`config.mk`:
```
export PLATFORM = sky130hd
export DESIGN_NAME = alu_pipe_flat
export DESIGN_NICKNAME = d
export VERILOG_FILES = /design/src/rtl/alu_pipe_if.sv /design/src/rtl/alu_pipe.sv /design/src/flat_wrapper.sv
export SDC_FILE = /design/constraint.sdc
export NUM_CORES = 1
export LEC_CHECK = 0
export ABC_AREA = 1
export CORE_MARGIN = 3
export CORE_UTILIZATION = 30
export DETAILED_ROUTE_END_ITERATION = 8
export GPL_TIMING_DRIVEN = 0
export PLACE_DENSITY = 0.53
export SLEW_MARGIN = 20
export SYNTH_ARGS = -nofsm -noshare
export SYNTH_HDL_FRONTEND = slang
export SYNTH_SLANG_ARGS = --single-unit
```
`constraint.sdc`:
```
create_clock -name clk -period 8.4 [get_ports clk]
set_clock_uncertainty 0.05 [all_clocks]
set_input_delay 1.68 -clock clk [delete_from_list [all_inputs] [get_ports clk]]
set_output_delay 1.68 -clock clk [all_outputs]
set_load 0.03 [all_outputs]
```
`src/rtl/alu_pipe_if.sv`:
```
// Handshake and operand/result bundle for alu_pipe.
// master drives operands and out_ready; slave is the ALU.
interface alu_pipe_if #(
    parameter int unsigned WIDTH = 16
);
    logic             in_valid;
    logic             in_ready;
    logic [3:0]       op;
    logic             sub;
    logic [WIDTH-1:0] a;
    logic [WIDTH-1:0] b;
    logic             out_valid;
    logic             out_ready;
    logic [WIDTH-1:0] result;
    logic [2:0]       flags;
    logic             illegal;

    modport master (
        output in_valid, op, sub, a, b, out_ready,
        input  in_ready, out_valid, result, flags, illegal
    );

    modport slave (
        input  in_valid, op, sub, a, b, out_ready,
        output in_ready, out_valid, result, flags, illegal
    );
endinterface

```
`src/rtl/alu_pipe.sv`:
```
// Registered EX-stage ALU: one op per accepted beat, result held behind valid/ready.
// Flags are {Z, V, N}; each op class updates only its own subset.
module alu_pipe #(
    parameter int unsigned WIDTH = 16,
    parameter int unsigned LANE  = 4,
    parameter int unsigned SHW   = $clog2(WIDTH)
) (
    input  logic        clk,
    input  logic        rst_n,
    alu_pipe_if.slave   bus
);
    localparam int unsigned NLANE = WIDTH / LANE;

    typedef enum logic [3:0] {
        OpAdd    = 4'b0000,
        OpXor    = 4'b0001,
        OpRed    = 4'b0010,
        OpSll    = 4'b0011,
        OpSra    = 4'b0100,
        OpRor    = 4'b0101,
        OpPaddsb = 4'b0110,
        OpLlb    = 4'b0111,
        OpLhb    = 4'b1000
    } op_e;

    localparam logic [WIDTH-1:0] SatMax  = {1'b0, {(WIDTH-1){1'b1}}};
    localparam logic [WIDTH-1:0] SatMin  = {1'b1, {(WIDTH-1){1'b0}}};
    localparam logic [LANE-1:0]  LaneMax = {1'b0, {(LANE-1){1'b1}}};
    localparam logic [LANE-1:0]  LaneMin = {1'b1, {(LANE-1){1'b0}}};

    logic             out_valid_q;
    logic [WIDTH-1:0] result_q;
    logic [2:0]       flags_q;
    logic             illegal_q;

    logic             accept;
    logic [WIDTH-1:0] result_d;
    logic [2:0]       flags_d;
    logic             illegal_d;

    logic [WIDTH-1:0]   b_eff;
    logic [WIDTH-1:0]   sum_raw;
    logic               ovf;
    logic [WIDTH-1:0]   add_res;
    logic [SHW-1:0]     sh;
    logic [2*WIDTH-1:0] rot_full;
    logic [LANE:0]      lane_sum;
    logic [WIDTH-1:0]   padd;
    logic [2*WIDTH-1:0] ab;
    logic [WIDTH-1:0]   red;

    assign accept       = bus.in_valid && bus.in_ready;
    assign bus.in_ready = !out_valid_q || bus.out_ready;

    // Datapath: every candidate result is computed in parallel, then op selects.
    always_comb begin
        // Subtraction as a + ~b + 1; overflow judged on the effective operands.
        b_eff   = bus.sub ? ~bus.b : bus.b;
        sum_raw = bus.a + b_eff + WIDTH'(bus.sub);
        ovf     = (bus.a[WIDTH-1] == b_eff[WIDTH-1]) && (sum_raw[WIDTH-1] != bus.a[WIDTH-1]);
        add_res = ovf ? (bus.a[WIDTH-1] ? SatMin : SatMax) : sum_raw;

        sh       = bus.b[SHW-1:0];
        rot_full = {bus.a, bus.a} >> sh;

        padd     = '0;
        lane_sum = '0;
        for (int unsigned l = 0; l < NLANE; l++) begin
            lane_sum = {bus.a[l*LANE+LANE-1], bus.a[l*LANE +: LANE]}
                     + {bus.b[l*LANE+LANE-1], bus.b[l*LANE +: LANE]};
            if (lane_sum[LANE] != lane_sum[LANE-1]) begin
                padd[l*LANE +: LANE] = lane_sum[LANE] ? LaneMin : LaneMax;
            end else begin
                padd[l*LANE +: LANE] = lane_sum[LANE-1:0];
            end
        end

        // Lane sum range is far inside WIDTH bits, so plain wrap-free accumulation.
        ab  = {bus.b, bus.a};
        red = '0;
        for (int unsigned l = 0; l < 2 * NLANE; l++) begin
            red = red + {{(WIDTH-LANE){ab[l*LANE+LANE-1]}}, ab[l*LANE +: LANE]};
        end
    end

    // Result, illegal flag and {Z,V,N} next-state selection by opcode.
    always_comb begin
        result_d  = '0;
        illegal_d = 1'b0;
        flags_d   = flags_q;
        case (bus.op)
            OpAdd: begin
                result_d = add_res;
                flags_d  = {add_res == '0, ovf, add_res[WIDTH-1]};
            end
            OpXor: begin
                result_d   = bus.a ^ bus.b;
                flags_d[2] = (result_d == '0);
            end
            OpSll: begin
                result_d   = bus.a << sh;
                flags_d[2] = (result_d == '0);
            end
            OpSra: begin
                result_d   = WIDTH'($signed(bus.a) >>> sh);
                flags_d[2] = (result_d == '0);
            end
            OpRor: begin
                result_d   = rot_full[WIDTH-1:0];
                flags_d[2] = (result_d == '0);
            end
            OpRed:    result_d = red;
            OpPaddsb: result_d = padd;
            OpLlb:    result_d = {bus.a[WIDTH-1:WIDTH/2], bus.b[WIDTH/2-1:0]};
            OpLhb:    result_d = {bus.b[WIDTH/2-1:0], bus.a[WIDTH/2-1:0]};
            default:  illegal_d = 1'b1;
        endcase
    end

    // Output register: load on accept, otherwise drain on out_ready and hold data.
    always_ff @(posedge clk) begin
        if (!rst_n) begin
            out_valid_q <= 1'b0;
            result_q    <= '0;
            flags_q     <= 3'b000;
            illegal_q   <= 1'b0;
        end else if (accept) begin
            out_valid_q <= 1'b1;
            result_q    <= result_d;
            flags_q     <= flags_d;
            illegal_q   <= illegal_d;
        end else if (bus.out_ready) begin
            out_valid_q <= 1'b0;
        end
    end

    assign bus.out_valid = out_valid_q;
    assign bus.result    = result_q;
    assign bus.flags     = flags_q;
    assign bus.illegal   = illegal_q;
endmodule
```
`src/flat_wrapper.sv`:
```
// flat-port wrapper written by rule: the top's interface ports become plain ports
module alu_pipe_flat 
#(
    parameter int unsigned WIDTH = 16,
    parameter int unsigned LANE  = 4,
    parameter int unsigned SHW   = $clog2(WIDTH)
)
  (clk, rst_n, bus_in_valid, bus_op, bus_sub, bus_a, bus_b, bus_out_ready, bus_in_ready, bus_out_valid, bus_result, bus_flags, bus_illegal);
  alu_pipe_if #(.WIDTH(WIDTH)) bus_i ();
  input  logic clk;
  input  logic rst_n;
  input wire logic [$bits(bus_i.in_valid)-1:0] bus_in_valid;
  input wire logic [$bits(bus_i.op)-1:0] bus_op;
  input wire logic [$bits(bus_i.sub)-1:0] bus_sub;
  input wire logic [$bits(bus_i.a)-1:0] bus_a;
  input wire logic [$bits(bus_i.b)-1:0] bus_b;
  input wire logic [$bits(bus_i.out_ready)-1:0] bus_out_ready;
  output wire logic [$bits(bus_i.in_ready)-1:0] bus_in_ready;
  output wire logic [$bits(bus_i.out_valid)-1:0] bus_out_valid;
  output wire logic [$bits(bus_i.result)-1:0] bus_result;
  output wire logic [$bits(bus_i.flags)-1:0] bus_flags;
  output wire logic [$bits(bus_i.illegal)-1:0] bus_illegal;
  assign bus_i.in_valid = bus_in_valid;
  assign bus_i.op = bus_op;
  assign bus_i.sub = bus_sub;
  assign bus_i.a = bus_a;
  assign bus_i.b = bus_b;
  assign bus_i.out_ready = bus_out_ready;
  assign bus_in_ready = bus_i.in_ready;
  assign bus_out_valid = bus_i.out_valid;
  assign bus_result = bus_i.result;
  assign bus_flags = bus_i.flags;
  assign bus_illegal = bus_i.illegal;
  alu_pipe #(.WIDTH(WIDTH), .LANE(LANE), .SHW(SHW)) u_core (.clk(clk), .rst_n(rst_n), .bus(bus_i));
endmodule
```
Word level (Yosys, flattened, before mapping)
Index checks and enable logic that the tools add are counted.
{"block": "word_totals", "inputBits": 41, "out_inout_bits": 22, "register_bits": 21, "elab_cells": 68}
{"block": "op_classes", "n_shift": 3, "bitwise": 2, "muxes": 16, "n_eq_ne": 14, "n_addsub": 13, "reduce_logical": 15}
{"operator": "$pmux W16 S9", "count": 1}
{"operator": "$add A16 B16 Y16", "count": 6}
{"operator": "$logic_not A16 Y1", "count": 5}
{"operator": "$mux W16", "count": 3}
{"operator": "$mux W4", "count": 8}
{"operator": "$shr A32 B4 Y16", "count": 1}
{"operator": "$add A4 B4 Y5", "count": 5}
{"operator": "$add A16 B1 Y16", "count": 1}
{"operator": "$eq A4 B3 Y1 const B", "count": 4}
{"operator": "$not A16 Y16", "count": 1}
{"operator": "$shl A16 B4 Y16", "count": 1}
{"operator": "$sshr A16 B4 Y16", "count": 1}
{"operator": "$xor A16 B16 Y16", "count": 1}
{"operator": "$reduce_or A9 Y1", "count": 1}
{"operator": "$eq A4 B2 Y1 const B", "count": 2}
{"operator": "$add A5 B4 Y6", "count": 1}
{"operator": "$ne A1 B1 Y1", "count": 5}
{"operator": "$pmux W1 S5", "count": 1}
{"operator": "$reduce_bool A5 Y1", "count": 1}
{"operator": "$eq A4 B1 Y1 const B", "count": 1}
{"operator": "$eq A4 B4 Y1 const B", "count": 1}
{"operator": "$logic_not A4 Y1", "count": 1}
{"operator": "$reduce_and A2 Y1", "count": 2}
{"operator": "$mux W1", "count": 3}
{"operator": "5 further kinds", "count": 6}

Depth between registers and ports, before layout
Gate-level depths: netlist (run 1).
{"block": "logic_depth", "depth_word": 9, "ltp_mapped": 26, "ltp_nobuf": 26}

Least setup slack after synthesis (run 1)
No wires, ideal clock.
{"block": "synth_timing", "kind": "input-to-reg", "startpoint": "in bus_a[1]", "endpoint": "reg u_core.result_q[7] (netlist: u_core.bus.result[7])", "setup_time_ps": 70, "t_required_ps": 8280, "arrival_time_ps": 6499, "path_buffers": 0, "path_slack_ps": 1780, "path_stages": 24, "cell_sequence": "inv_1 -> fa_1 -> inv_1 -> ha_1 -> fa_1 -> xnor2_1 -> fa_1 -> fa_1 -> fa_1 -> inv_1 -> ha_1 -> a21oi_1 -> nand2_1 -> nand2_1 -> inv_1 -> a211oi_1 -> fa_1 -> o21ai_0 -> a211oi_1 -> nand3_1 -> a21oi_1 -> o21ai_0 -> nand2_1 -> a21oi_1"}
{"block": "synth_between", "elab_chain_cells": 8, "word_cells_on_any_way": 16, "classes_between": "add/sub (9); eq/ne (1); shift (3); mux (2); reduce/logical (1)"}
{"item": "start: declaration", "line_no": "flat_wrapper.sv:15", "rtl": "input wire logic [$bits(bus_i.a)-1:0] bus_a;"}
{"item": "$add A4 B4 Y5", "line_no": "alu_pipe.sv:82", "rtl": "red = red + {{(WIDTH-LANE){ab[l*LANE+LANE-1]}}, ab[l*LANE +: LANE]};"}
{"item": "$add A5 B4 Y6", "line_no": "alu_pipe.sv:82"}
{"item": "$add A16 B16 Y16 (5 in a row)", "line_no": "alu_pipe.sv:82"}
{"item": "$pmux W16 S9 *", "line_no": "alu_pipe.sv:91", "rtl": "case (bus.op)"}
{"item": "end signal: assignment", "line_no": "alu_pipe.sv:129", "rtl": "result_q <= result_d;"}
{"item": "end: declaration", "line_no": "alu_pipe.sv:32", "rtl": "logic [WIDTH-1:0] result_q;"}
Mark *: on every way between the ends. The rest lies on a longest branch, timed or not.
A chain may end at the register's enable or synchronous reset.

Worst setup path in the final report (run 1)
{"block": "layout_timing", "startpoint": "in bus_a[9]", "endpoint": "reg u_core.result_q[7] (netlist: u_core.bus.result[7])"}
{"block": "layout_between", "elab_chain_cells": 7, "word_cells_on_any_way": 15, "classes_between": "add/sub (8); eq/ne (1); shift (3); mux (2); reduce/logical (1)"}
{"item": "$add A5 B4 Y6", "line_no": "alu_pipe.sv:82"}
{"item": "$add A16 B16 Y16 (5 in a row)", "line_no": "alu_pipe.sv:82"}
{"item": "$pmux W16 S9 *", "line_no": "alu_pipe.sv:91"}
Marks and branches as above.

==> impl_results.md, run 1 <==
* Most instantiated flip-flop cell in the synthesis netlist: dfxtp_1
* Worst slew slack as a fraction of its limit at 49.1%
* DRC marker count from the first detailed-route iteration at 698
* Die width at 151 µm
* Count of unresolved DRC violations after routing at 0
* Pin count of the biggest net entering global routing at 13
* First-pass GRT wire length at 41400 µm
* Worst Path Required at 8.48 ns
* Master cell of the clock root buffer: clkbuf_16
* Half-perimeter wire length after placement at 22600 µm
* Count of endpoints failing hold in the final timing report at 0
* Area share of fa/ha/maj cells after synthesis at 19.7%
* Synth cell count leaders: 342 x nand2_1, 148 x nand3_1, 105 x inv_1
* Layout cell share with drive strength beyond 1 at 6.37%
* Num CTS Buffers at 3
* Proportion of synthesized area in mux cells at 0%
* Total power consumption of the routed design at 1.09 mW
* Effective utilization at floorplan at 30.8%
* Combinational family with the most area after synthesis: simple AND/OR/NAND/NOR gates
* Synth Area in Compound Gates at 14.4%
* Overall Global Routing Usage at 23.7%
* Clock latency of the later-clocked register in the worst-skew pair at 0.26 ns
* Slew @ Worst Pin at 0.764 ns
* Number of diodes added for antenna fixing at 0
* Total congestion overflow at 0
* Setup repair after global routing missed its margin: no
* Core area at 0.0204 mm²
* Run status: finished, final reports clean
* Post-CTS setup buffers at 0
* Standard-cell row count at 52
* Setup TNS after final layout at 0 ns
* Post-synthesis area per instance at 5.90 µm²
* Most frequent cell after synthesis: nand2_1
* CTS tree: yes
* Largest buffer count on any clock path at 2
* Simple-gate share of the synthesized area at 44.8%
* Synthesis-to-finish area growth at 16.4%
* Xor-xnor portion of the synthesized cell area at 3.90%
* Post-Synthesis Cells at 1065
* Clk sinks at 21
* Final worst path period share at 94.6%
* Initial antenna violation count at 0
* Number of global-route vias before repair at 7097
* Port-buffer cells at 61
* Die area at 0.0227 mm²
* Post-detailed-route count of antenna-violating nets at 0
* Number of pins exceeding their max-slew limit in the final report at 0
* Post-synth EDFFs at 0
* Kind of end point of the critical path: register
* Critical path type: in -> reg
* Detailed-routing iteration count for the pre-antenna-repair pass at 6
* Fraction of the yosys area taken by sequential cells at 6.69%
* Hold Path Class: reg -> reg
* Worst hold slack at 0.411 ns
* Post-cts hold buffer count at 0
* Max-Cap Viols at 0
* Deepest level of the CTS H-tree at 1
* Number of instances in the placed design at 1396
* FFs w/ async S/R, synth at 0%
* Clock transition time at the flip-flop clock pins of the worst setup and hold paths at 0.06 ns
* Total vias in the final route at 7561
* Startpoint kind of the worst setup timing path: input pin
* Net count reported at finish at 1251
* Non-filler cells in the finished layout at 1400
* Clock period minus final worst setup slack at 7.94 ns
* Number of warnings printed during yosys synthesis at 0
* Final cell utilization of the core at 35.8%
* Post-synthesis instance area at 0.00629 mm²
* Critical path arrival at 8.02 ns
* Highest Clock Rate at 126 MHz
* Flip-flop and latch count after synthesis at 21
* Power per cell area at 149 mW/mm²
* Leading area contributor after synthesis: nand2_1
* Via-to-Cell Ratio at 5.40
* Worst vdd ir at 0.000210 V
* Final wirelength at 27200 µm
* Share of Yosys cell area claimed by the top area cell type at 20.4%
* Routability congestion estimate from global placement at 0.948
* Max FO, Critical Path at 6
* DR WL/cell at 19.4 µm
* Distinct cell type count after synthesis at 47
* Net count after synthesis at 1185
* DIE HEIGHT at 151 µm
* Number of setup violations in the final report at 0
* Top post-synthesis cells by area: nand2_1 20%, nand3_1 12%, fa_1 11%
* Leakage Power at 3.63 nW
* I/O pin count at 63
## timing repair
item,CTS,global route
endpoints found under the hold margin,0,0
resized for setup,0,1
setup endpoints to repair,0,1
## flip-flops by register name, indices dropped and copies added, names as in the netlist
| signal | flops |
|---|---|
| u_core.bus.illegal | 1 |
| u_core.bus.result | 16 |
| u_core.bus.out_valid | 1 |
| u_core.bus.flags | 3 |
## cell usage in the layout (no fill, tap or decap), types with 2 or more instances in the layout
master and n:
a211oi_1 6, a21oi_1 56, a21oi_2 2, a221oi_1 3, a31oi_1 2, buf_1 8, buf_12 2, buf_2 11
buf_4 2, buf_6 3, clkbuf_1 10, clkbuf_16 3, clkbuf_8 2, clkdlybuf4s50_1 60, clkinv_1 3, dfxtp_1 21
fa_1 33, ha_1 46, inv_1 105, inv_2 3, nand2_1 342, nand2_2 11, nand2_4 10, nand3_1 148
nand3_2 16, nand3b_1 2, nand4_1 11, nor2_1 72, nor3_1 9, nor4_1 3, o2111ai_1 6, o211ai_1 7
o21a_1 2, o21ai_0 50, o21ai_1 8, o22ai_1 9, or2_2 3, xnor2_1 8, xor2_1 20
## logic make-up (layout without fill, tap and decap cells)
family                   count (synthesis)  count (layout)
flip-flops                              21              21
AND/OR/NAND/NOR                        629             629
AO/OA/AOI/OAI                          158             158
adder cells (fa/ha/maj)                 79              79
XOR/XNOR                                28              28
buffers and inverters                  150             215
## power breakdown
| part | leakage (nW) | total, mW | switching, mW | internal [mW] |
|---|---|---|---|---|
| Sequential | 0.171 | 0.112 | 0.00405 | 0.108 |
| Clock | 0.0409 | 0.101 | 0.0374 | 0.0640 |
| Combinational | 3.42 | 0.879 | 0.554 | 0.324 |
## metal layers
layer	vias to the layer above	routed length [µm]	GRT usage, %
li1	3657	-	-
met1	3532	12100	33.5
met2	316	12300	39.1
met3	56	1840	1.38
met4	0	957	6.98
met5	-	0	0
## metrics by stage
step / cell area [µm²] / setup WS [ns]
detailed placement: 7240 / 0.0727
global placement: 7240 / 0.106
CTS: 7320 / 0.345
finish: 7320 / 0.458
global route: 7320 / 0.0612
floorplan: 6290 / 1.78
## final cells by class
cell class / count / area (µm²)
flip-flops and latches: 21 / 420
inverters: 112 / 425
well taps: 270 / 338
plain buffers: 38 / 239
fillers: 2343 / 13100
clock buffers: 3 / 75.1
multi-input cells: 894 / 5200
repair buffers: 61 / 613
clock inverters: 1 / 5.00
## final timing paths
check,slack (ns),cells after the start,from,endpoint
hold / removal,0.41,2,u_core.bus.result[6],u_core.bus.result[6]
hold reg to reg,0.41,2,u_core.bus.result[6],u_core.bus.result[6]
setup / recovery,0.46,25,bus_a[9],u_core.bus.result[7]
setup reg to reg,6.71,6,u_core.bus.out_valid,u_core.bus.result[12]
## worst max-delay path: stages
cell	delay, ns
clkdlybuf4s50_1	0.83
inv_1	0.17
fa_1	0.52
inv_1	0.04
ha_1	0.22
fa_1	0.47
nand2_1	0.09
a31oi_1	0.07
a21o_1	0.17
fa_1	0.46
fa_1	0.59
inv_1	0.06
fa_1	0.44
ha_1	0.34
nand2_1	0.06
inv_1	0.08
a211oi_1	0.10
fa_1	0.58
o21ai_0	0.10
a211oi_1	0.36
nand3_1	0.16
a21oi_1	0.16
o21ai_0	0.11
nand2_1	0.09
a21oi_1	0.06
Power figures use the tool's default switching activity.
==> inputs of run 2 (changes only) <==
--- a/config.mk
+++ b/config.mk
@@ -6,11 +6,13 @@
 export NUM_CORES = 1
 export LEC_CHECK = 0
 export ABC_AREA = 1
-export CORE_MARGIN = 3
+export CELL_PAD_IN_SITES_DETAIL_PLACEMENT = 1
+export CELL_PAD_IN_SITES_GLOBAL_PLACEMENT = 1
+export CORE_MARGIN = 1
 export CORE_UTILIZATION = 30
 export DETAILED_ROUTE_END_ITERATION = 8
 export GPL_TIMING_DRIVEN = 0
-export PLACE_DENSITY = 0.53
+export PLACE_DENSITY = 0.7
 export SLEW_MARGIN = 20
 export SYNTH_ARGS = -nofsm -noshare
 export SYNTH_HDL_FRONTEND = slang
==> run 2 against run 1 <==
  * First-iteration DRC count shrank 27%
  * Routed wire length up 5.8%
  * Critical endpoint unchanged
  * Flip-flop and latch count did not move
  * Via count is 0.21% higher
  * Final cell count unchanged
  * Die area down 5.2%
  * Register-to-register slack better by 0.03 ns
  * Total power grew 0.38%
  * Critical path depth did not move
  * Core utilization increased by 0.12 points
  * Clock power is essentially flat
==> impl_results.md, run 2 (synthesis gave the netlist of run 1 again) <==
* Worst slew slack as a fraction of its limit at 43.4%
* Largest buffer count on any clock path at 2
* Setup repair after global routing missed its margin: no
* Run status: finished, final reports clean
* R2R setup slack at 6.74 ns
* First-pass GRT wire length at 44100 µm
* DRC marker count from the first detailed-route iteration at 508
* Finished layout cell area at 0.00732 mm²
* Deepest level of the CTS H-tree at 1
* Total vias in the final route at 7577
* Half-perimeter wire length after placement at 24400 µm
* Worst path max stage delay at 0.74 ns
* Number of setup violations in the final report at 0
* Standard-cell row count at 52
* Clock latency of the later-clocked register in the worst-skew pair at 0.25 ns
* Worst path most repeated cell: fa_1
* Die width at 147 µm
* Max FO, Critical Path at 7
* Max-Cap Viols at 0
* Worst Path Required at 8.47 ns
* Post-CTS setup buffers at 0
* Slew @ Worst Pin at 0.846 ns
* Total congestion overflow at 0
* Routability congestion estimate from global placement at 0.994
* Kind of end point of the critical path: register
* CTS tree: yes
* Clk sinks at 21
* Count of cells along the worst hold path at 2
* Buffers and inverters on the worst path at 5
* Count of unresolved DRC violations after routing at 0
* Die area at 0.0215 mm²
* Max FFs per register at 16
* Crit path max-delay family: adder cells
* Overall Global Routing Usage at 26.8%
* Via-to-Cell Ratio at 5.41
* R2R cell count at 6
* Master cell of the clock root buffer: clkbuf_16
* Detailed-routing iteration count for the pre-antenna-repair pass at 5
* Number of pins exceeding their max-slew limit in the final report at 0
* Startpoint kind of the worst setup timing path: input pin
* Most frequent cells in the layout: 342 x nand2_1, 148 x nand3_1, 105 x inv_1
* Post-cts hold buffer count at 0
* DR WL/cell at 20.6 µm
* Cell with the largest stage delay on the worst path: clkdlybuf4s50_1
* Final wirelength at 28800 µm
* Post-detailed-route count of antenna-violating nets at 0
* Clock period minus final worst setup slack at 8.07 ns
* Num CTS Buffers at 3
* Core area at 0.0204 mm²
* Final cell utilization of the core at 35.9%
* Worst vdd ir at 0.000180 V
* Synthesis-to-finish area growth at 16.4%
* Final worst path period share at 96.1%
* Count of endpoints failing hold in the final timing report at 0
* Area post-placement at 0.00724 mm²
* Port-buffer cells at 61
* Critical path type: in -> reg
* Pin count of the biggest net entering global routing at 12
* Highest Clock Rate at 124 MHz
* Most common cell after layout, fill and taps aside: nand2_1
* Critical path arrival at 8.15 ns
* Total number of cells along the worst setup path at 25
* Net count reported at finish at 1251
* I/O pin count at 63
* Effective utilization at floorplan at 30.9%
* Initial antenna violation count at 0
* Number of global-route vias before repair at 7584
* Power per cell area at 150 mW/mm²
* Number of diodes added for antenna fixing at 0
* Hold Path Class: reg -> reg
* Clock transition time at the flip-flop clock pins of the worst setup and hold paths at 0.06 ns
* DIE HEIGHT at 147 µm
* Layout cell share with drive strength beyond 1 at 6.37%
* Leakage Power at 3.62 nW
==> run 2: changes by cell type in the layout (fill, tap and decap cells not counted) <==
cell,change
a211oi_2,+1
clkdlybuf4s50_1,+1
clkinv_2,-1
clkbuf_1,+1
a211oi_1,-1
dlymetal6s2s_1,-1
==> run 2: routing by layer <==
layer,vias to the layer above,global-route usage [%],wire [µm]
met5,-,0,0
met4,0,8.44,981
met3,53,3.11,1520
met2,206,45.9,13600
met1,3669,34.9,12700
li1,3649,-,-
==> run 2: timing repair <==
| action | CTS | global route |
|---|---|---|
| endpoints found under the setup margin | 0 | 1 |
| endpoints found under the hold margin | 0 | 0 |
| gates resized for setup | 0 | 1 |
==> run 2: power breakdown <==
group          internal (mW)  switching (mW)
Sequential             0.108         0.00412
Clock                 0.0646          0.0354
Combinational          0.323           0.561
==> run 2: worst register-to-register path, stage by stage, from the launching register on <==
cell	delay (ns)
dfxtp_1	0.32
nand2_1	0.09
nand2_1	0.09
clkbuf_1	0.38
buf_1	0.40
nand2_1	0.11
a21oi_1	0.15
==> run 2: final cells by class <==
cell class / instances / area (µm²)
Multi-Input combinational cell: 894 / 5210
Inverter: 112 / 425
Clock buffer: 4 / 78.8
Sequential cell: 21 / 420
Timing Repair Buffer: 61 / 611
Buffer: 38 / 239
Fill cell: 2750 / 13000
Tap cell: 270 / 338
==> run 2: worst paths after layout <==
check                                           from                    end
worst max-delay path                        bus_a[1]   u_core.bus.result[7]
worst min-delay path            u_core.bus.result[6]   u_core.bus.result[6]
worst max register to register  u_core.bus.out_valid  u_core.bus.result[11]
worst min register to register  u_core.bus.result[6]   u_core.bus.result[6]
==> run 2: metrics by stage <==
stage | power [mW] | instances | hold WS (ns) | setup slack [ns] | setup TNS [ns]
finish | 1.10 | 1400 | 0.414 | 0.325 | 0
global route | 1.20 | 1400 | 0.435 | 0.0414 | 0
CTS | 1.09 | 1400 | 0.417 | 0.176 | 0
detailed placement | 0.985 | 1396 | 0.407 | -0.0665 | -0.0665
global placement | 0.967 | 1396 | 0.404 | -0.00607 | -0.00607
floorplan | 0.709 | 1065 | 0.545 | 1.78 | 0
==> inputs of run 3 (changes only) <==
==> constraint.sdc (replaced) <==
create_clock -name clk -period 9.1 [get_ports clk]
set_clock_uncertainty 0.05 [all_clocks]
set_input_delay 1.82 -clock clk [delete_from_list [all_inputs] [get_ports clk]]
set_output_delay 1.82 -clock clk [all_outputs]
set_load 0.03 [all_outputs]
==> run 3 against run 2 <==
  * Core utilization barely moved
  * Final area barely moved
  * First-iteration DRC count fell by 13%
  * Non-clock buffer count did not move
  * Global-route usage did not move
  * Sequential share of layout area barely moved
==> impl_results.md, run 3 (synthesis gave the netlist of run 1 again) <==
* GRT met3 Usage at 3.11%
* Largest buffer count on any clock path at 2
* Kind of end point of the critical path: register
* Initial antenna violation count at 0
* Setup repair after global routing missed its margin: no
* Worst hold slack at 0.414 ns
* Synthesis-to-finish area growth at 16.3%
* Layout cell share with drive strength beyond 1 at 6.28%
* Post-cts hold buffer count at 0
* Routability congestion estimate from global placement at 0.994
* DIE HEIGHT at 147 µm
* Top Usage Layer GRT: met2
* Leakage Power at 3.62 nW
* Die width at 147 µm
* Critical path type: in -> reg
* CTS tree: yes
* Num CTS Buffers at 3
* First-pass GRT wire length at 44100 µm
* Deepest level of the CTS H-tree at 1
* Total congestion overflow at 0
* Net count reported at finish at 1251
* Number of diodes added for antenna fixing at 0
* Master cell of the clock root buffer: clkbuf_16
* Worst vdd ir at 0.000166 V
* Via-to-Cell Ratio at 5.40
* Number of global-route vias before repair at 7584
* Power per cell area at 138 mW/mm²
* Number of pins exceeding their max-slew limit in the final report at 0
* Worst Path Required at 9.17 ns
* Detailed-routing iteration count for the pre-antenna-repair pass at 5
* Clk pwr share at 9.1%
* Slew @ Worst Pin at 0.823 ns
* Die area at 0.0215 mm²
* Effective utilization at floorplan at 30.9%
* Clock transition time at the flip-flop clock pins of the worst setup and hold paths at 0.06 ns
* Clock latency of the later-clocked register in the worst-skew pair at 0.25 ns
* Number of setup violations in the final report at 0
* Max FO, Critical Path at 6
* I/O pin count at 63
* Final wirelength at 28800 µm
* Worst slew slack as a fraction of its limit at 44.9%
* Port-buffer cells at 61
* Setup TNS after final layout at 0 ns
* Critical path arrival at 8.35 ns
* Area post-placement at 0.00724 mm²
* Total power consumption of the routed design at 1.01 mW
* Core area at 0.0204 mm²
* Most common cell after layout, fill and taps aside: nand2_1
* Relative contribution of sequential cells to total power at 10.2%
* Overall Global Routing Usage at 26.8%
* Startpoint kind of the worst setup timing path: input pin
* Met1 usage at 34.9%
* Sw frac at 54.8%
* Cell-internal power at 0.457 mW
* Post-CTS setup buffers at 0
* Run status: finished, final reports clean
* DRC marker count from the first detailed-route iteration at 441
* Max-Cap Viols at 0
* Pin count of the biggest net entering global routing at 12
* DR WL/cell at 20.6 µm
* Max FFs per register at 16
* Highest Clock Rate at 121 MHz
* Number of gates resized after CTS at 0
* Post-detailed-route count of antenna-violating nets at 0
* Standard-cell row count at 52
* Clock period minus final worst setup slack at 8.27 ns
* Finished layout cell area at 0.00731 mm²
* Count of endpoints failing hold in the final timing report at 0
* Total vias in the final route at 7560
* Most frequent cells in the layout: 342 x nand2_1, 148 x nand3_1, 105 x inv_1
* Sw Pwr at 0.554 mW
* Half-perimeter wire length after placement at 24400 µm
* Combinational fraction of design power at 80.6%
* Hold Path Class: reg -> reg
* PnR worst setup slack at 0.825 ns
* Clk sinks at 21
* Count of unresolved DRC violations after routing at 0
* Fraction of met2 tracks used by global routing at 45.9%
* Post-place setup slack at 0.493 ns
* Final worst path period share at 90.9%
[run 3: cell types whose count changed in the layout (fill, tap and decap cells not counted)]
cell and change:
a211oi_2 -1, a211oi_1 +1
[run 3: path summary, 6_finish.rpt]
check        depth (start not counted)  slack (ns)            startpoint                    end
max                                 25        0.83              bus_a[9]   u_core.bus.result[7]
min                                  2        0.41  u_core.bus.result[5]   u_core.bus.result[5]
max reg2reg                          6        7.43  u_core.bus.out_valid  u_core.bus.result[11]
min reg2reg                          2        0.41  u_core.bus.result[5]   u_core.bus.result[5]
[run 3: per-stage QoR]
| step | cells | util (%) |
|---|---|---|
| 6_report | 1400 | 35.9 |
| 5_1_grt | 1400 | 35.9 |
| 4_1_cts | 1400 | 35.9 |
| 3_5_place_dp | 1396 | 35.5 |
| 3_3_place_gp | 1396 | 35.5 |
| 2_1_floorplan | 1065 | - |
[run 3: layout make-up]
type	count	area (µm²)
buffer	38	239
clock buffer	4	78.8
fill	2752	13100
inverter	112	425
multi-input combinational	894	5200
sequential	21	420
tap	270	338
timing repair buffer	61	611
[run 3: power groups by stage]
stage / registers [mW] / logic (mW) / clock network, mW
after CTS: 0.103 / 0.809 / 0.0940
after global routing: 0.104 / 0.910 / 0.0968
after detailed placement: 0.105 / 0.804 / 0
after global placement: 0.105 / 0.787 / 0
after floorplan: 0.120 / 0.535 / 0
final: 0.103 / 0.815 / 0.0924
[run 3: per-layer routing]
metal  routed length [µm]  part of all wire, %
met3                 1560                  5.4
met5                    0                    0
met2                13600                   47
met4                 1010                  3.5
met1                12600                   44
[run 3: worst max-delay path, stage by stage]
cell             delay (ns)
clkdlybuf4s50_1        0.84
inv_1                  0.19
fa_1                   0.54
inv_1                  0.05
ha_1                   0.22
fa_1                   0.46
xnor2_1                0.20
fa_1                   0.47
fa_1                   0.46
fa_1                   0.56
inv_1                  0.05
ha_1                   0.34
nand3_1                0.09
nand2_1                0.10
nand2_1                0.06
inv_1                  0.10
a211oi_1               0.11
fa_1                   0.59
o21ai_0                0.10
a211oi_1               0.39
nand3_1                0.13
a21oi_1                0.22
o21ai_0                0.12
nand2_1                0.08
a21oi_1                0.06
==> variant: new RTL, config.mk and constraints of run 3 <==
Make the reset (`rst_n`) asynchronous in one clocked block.
--- a/src/rtl/alu_pipe.sv
+++ b/src/rtl/alu_pipe.sv
@@ -118,7 +118,7 @@
     end
 
     // Output register: load on accept, otherwise drain on out_ready and hold data.
-    always_ff @(posedge clk) begin
+    always_ff @(posedge clk or negedge rst_n) begin
         if (!rst_n) begin
             out_valid_q <= 1'b0;
             result_q    <= '0;
Function: differs if rst_n is asserted again (counterexample within 4 cycles, from zero or initial values and one cycle with rst_n low); with rst_n held inactive, the same outputs for 4 cycles.
==> variant against run 3 <==
Routed wire length is 3.3% lower; critical path depth is 2 higher; total power is 8.5% higher; sequential cell count stayed put; setup slack better by 110 ps; area after synthesis is 0.94% lower; first-iteration DRC count is 9.3% higher; fmax is 1.3% higher; cell count is 0.36% higher; final area is 0.86% lower; count of clock-buffer cells in the layout is 1 lower; critical path type unchanged; critical endpoint is now u_core.bus.result[7].
==> variant: results (changes against run 3) <==
[run_status] status complete, no violations [unchanged]
[synthesis] fraction of synthesis flops using an asynchronous set or reset pin 100% [was 0%]
[detailed_routing] wire length per cell 19.8 um [was 20.6 um]
[detailed_routing] metal3 WL 1530 um [was 1560 um]
[critical_path] delay of the slowest critical-path stage 740 ps [was 840 ps]
[critical_path] R2R Setup Slk 7600 ps [was 7430 ps]
[place] pre-CTS setup slack 633 ps [was 493 ps]
[global_route] global routing usage on met2 44.7% [was 45.9%]
[global_route] maximum number of pins on one net before global-route repair 22 [was 12]
[detailed_routing] first-pass iteration count of the detailed router 7 [was 5]
[power] LEAKAGE 3.74 nW [was 3.62 nW]
[place] Inst Count DP 1401 [was 1396]
[synthesis] sequential share of the synthesized area 8.44% [was 6.69%]
[global_route] wire length of the first global-routing pass 44000 um [was 44100 um]
[power] sequential power share 11.7% [was 10.2%]
[synthesis] top post-synthesis cells by count sky130_fd_sc_hd__nand2_1, sky130_fd_sc_hd__nand3_1, sky130_fd_sc_hd__inv_1 [unchanged]
[detailed_routing] Vias 7663 [was 7560]
[final_layout] share of layout cells above drive strength 1 3.79% [was 6.28%]
[synthesis] post-synthesis share of cell area spent on xor and xnor gates 3.94% [was 3.90%]
[timing] final period utilization 89.7% [was 90.9%]
[synthesis] largest cells by area after synthesis sky130_fd_sc_hd__nand2_1, sky130_fd_sc_hd__nand3_1, sky130_fd_sc_hd__fa_1 [unchanged]
[synthesis] synthesized net count 1192 [was 1185]
[global_route] GR met3 Demand/Resource 1.75% [was 3.11%]
[global_route] via count of the first global-routing pass 7803 [was 7584]
[power] IR drop worst, VDD 0.0000832 V [was 0.000166 V]
[timing] headroom to the max-slew limit 31.1% [was 44.9%]
[synthesis] fraction of the mapped netlist area in compound gates 11.7% [was 14.4%]
[detailed_routing] Met1 Wirelength 12400 um [was 12600 um]
[synthesis] top_reg_cell synth sky130_fd_sc_hd__dfrtp_1 [was sky130_fd_sc_hd__dfxtp_1]
[detailed_routing] Via-to-Cell Ratio 5.45 [was 5.40]
[synthesis] gate count after technology mapping 1070 [was 1065]
[synthesis] fraction of the mapped netlist area in adder cells 20.2% [was 19.7%]
variant: worst paths after layout:
check	startpoint	endpoint	depth (start not counted)
worst max-delay path	bus_a[1]	u_core.bus.result[7]	27
worst min-delay path	u_core.bus.result[1]	u_core.bus.result[1]	2
worst min register to register	u_core.bus.result[1]	u_core.bus.result[1]	2
max in group asynchronous	rst_n	u_core.bus.flags[2]	1
min in group asynchronous	rst_n	u_core.bus.result[8]	1
worst max register to register	u_core.bus.out_valid	u_core.bus.result[11]	6
variant: cell type report:
| cell class | count | area [um^2] |
|---|---|---|
| fillers | 2798 | 13000 |
| multi-input cells | 898 | 5090 |
| repair buffers | 61 | 606 |
| flip-flops and latches | 21 | 526 |
| inverters | 115 | 437 |
| well taps | 270 | 338 |
| plain buffers | 36 | 176 |
| clock buffers | 3 | 75.1 |
| clock inverters | 1 | 5.00 |
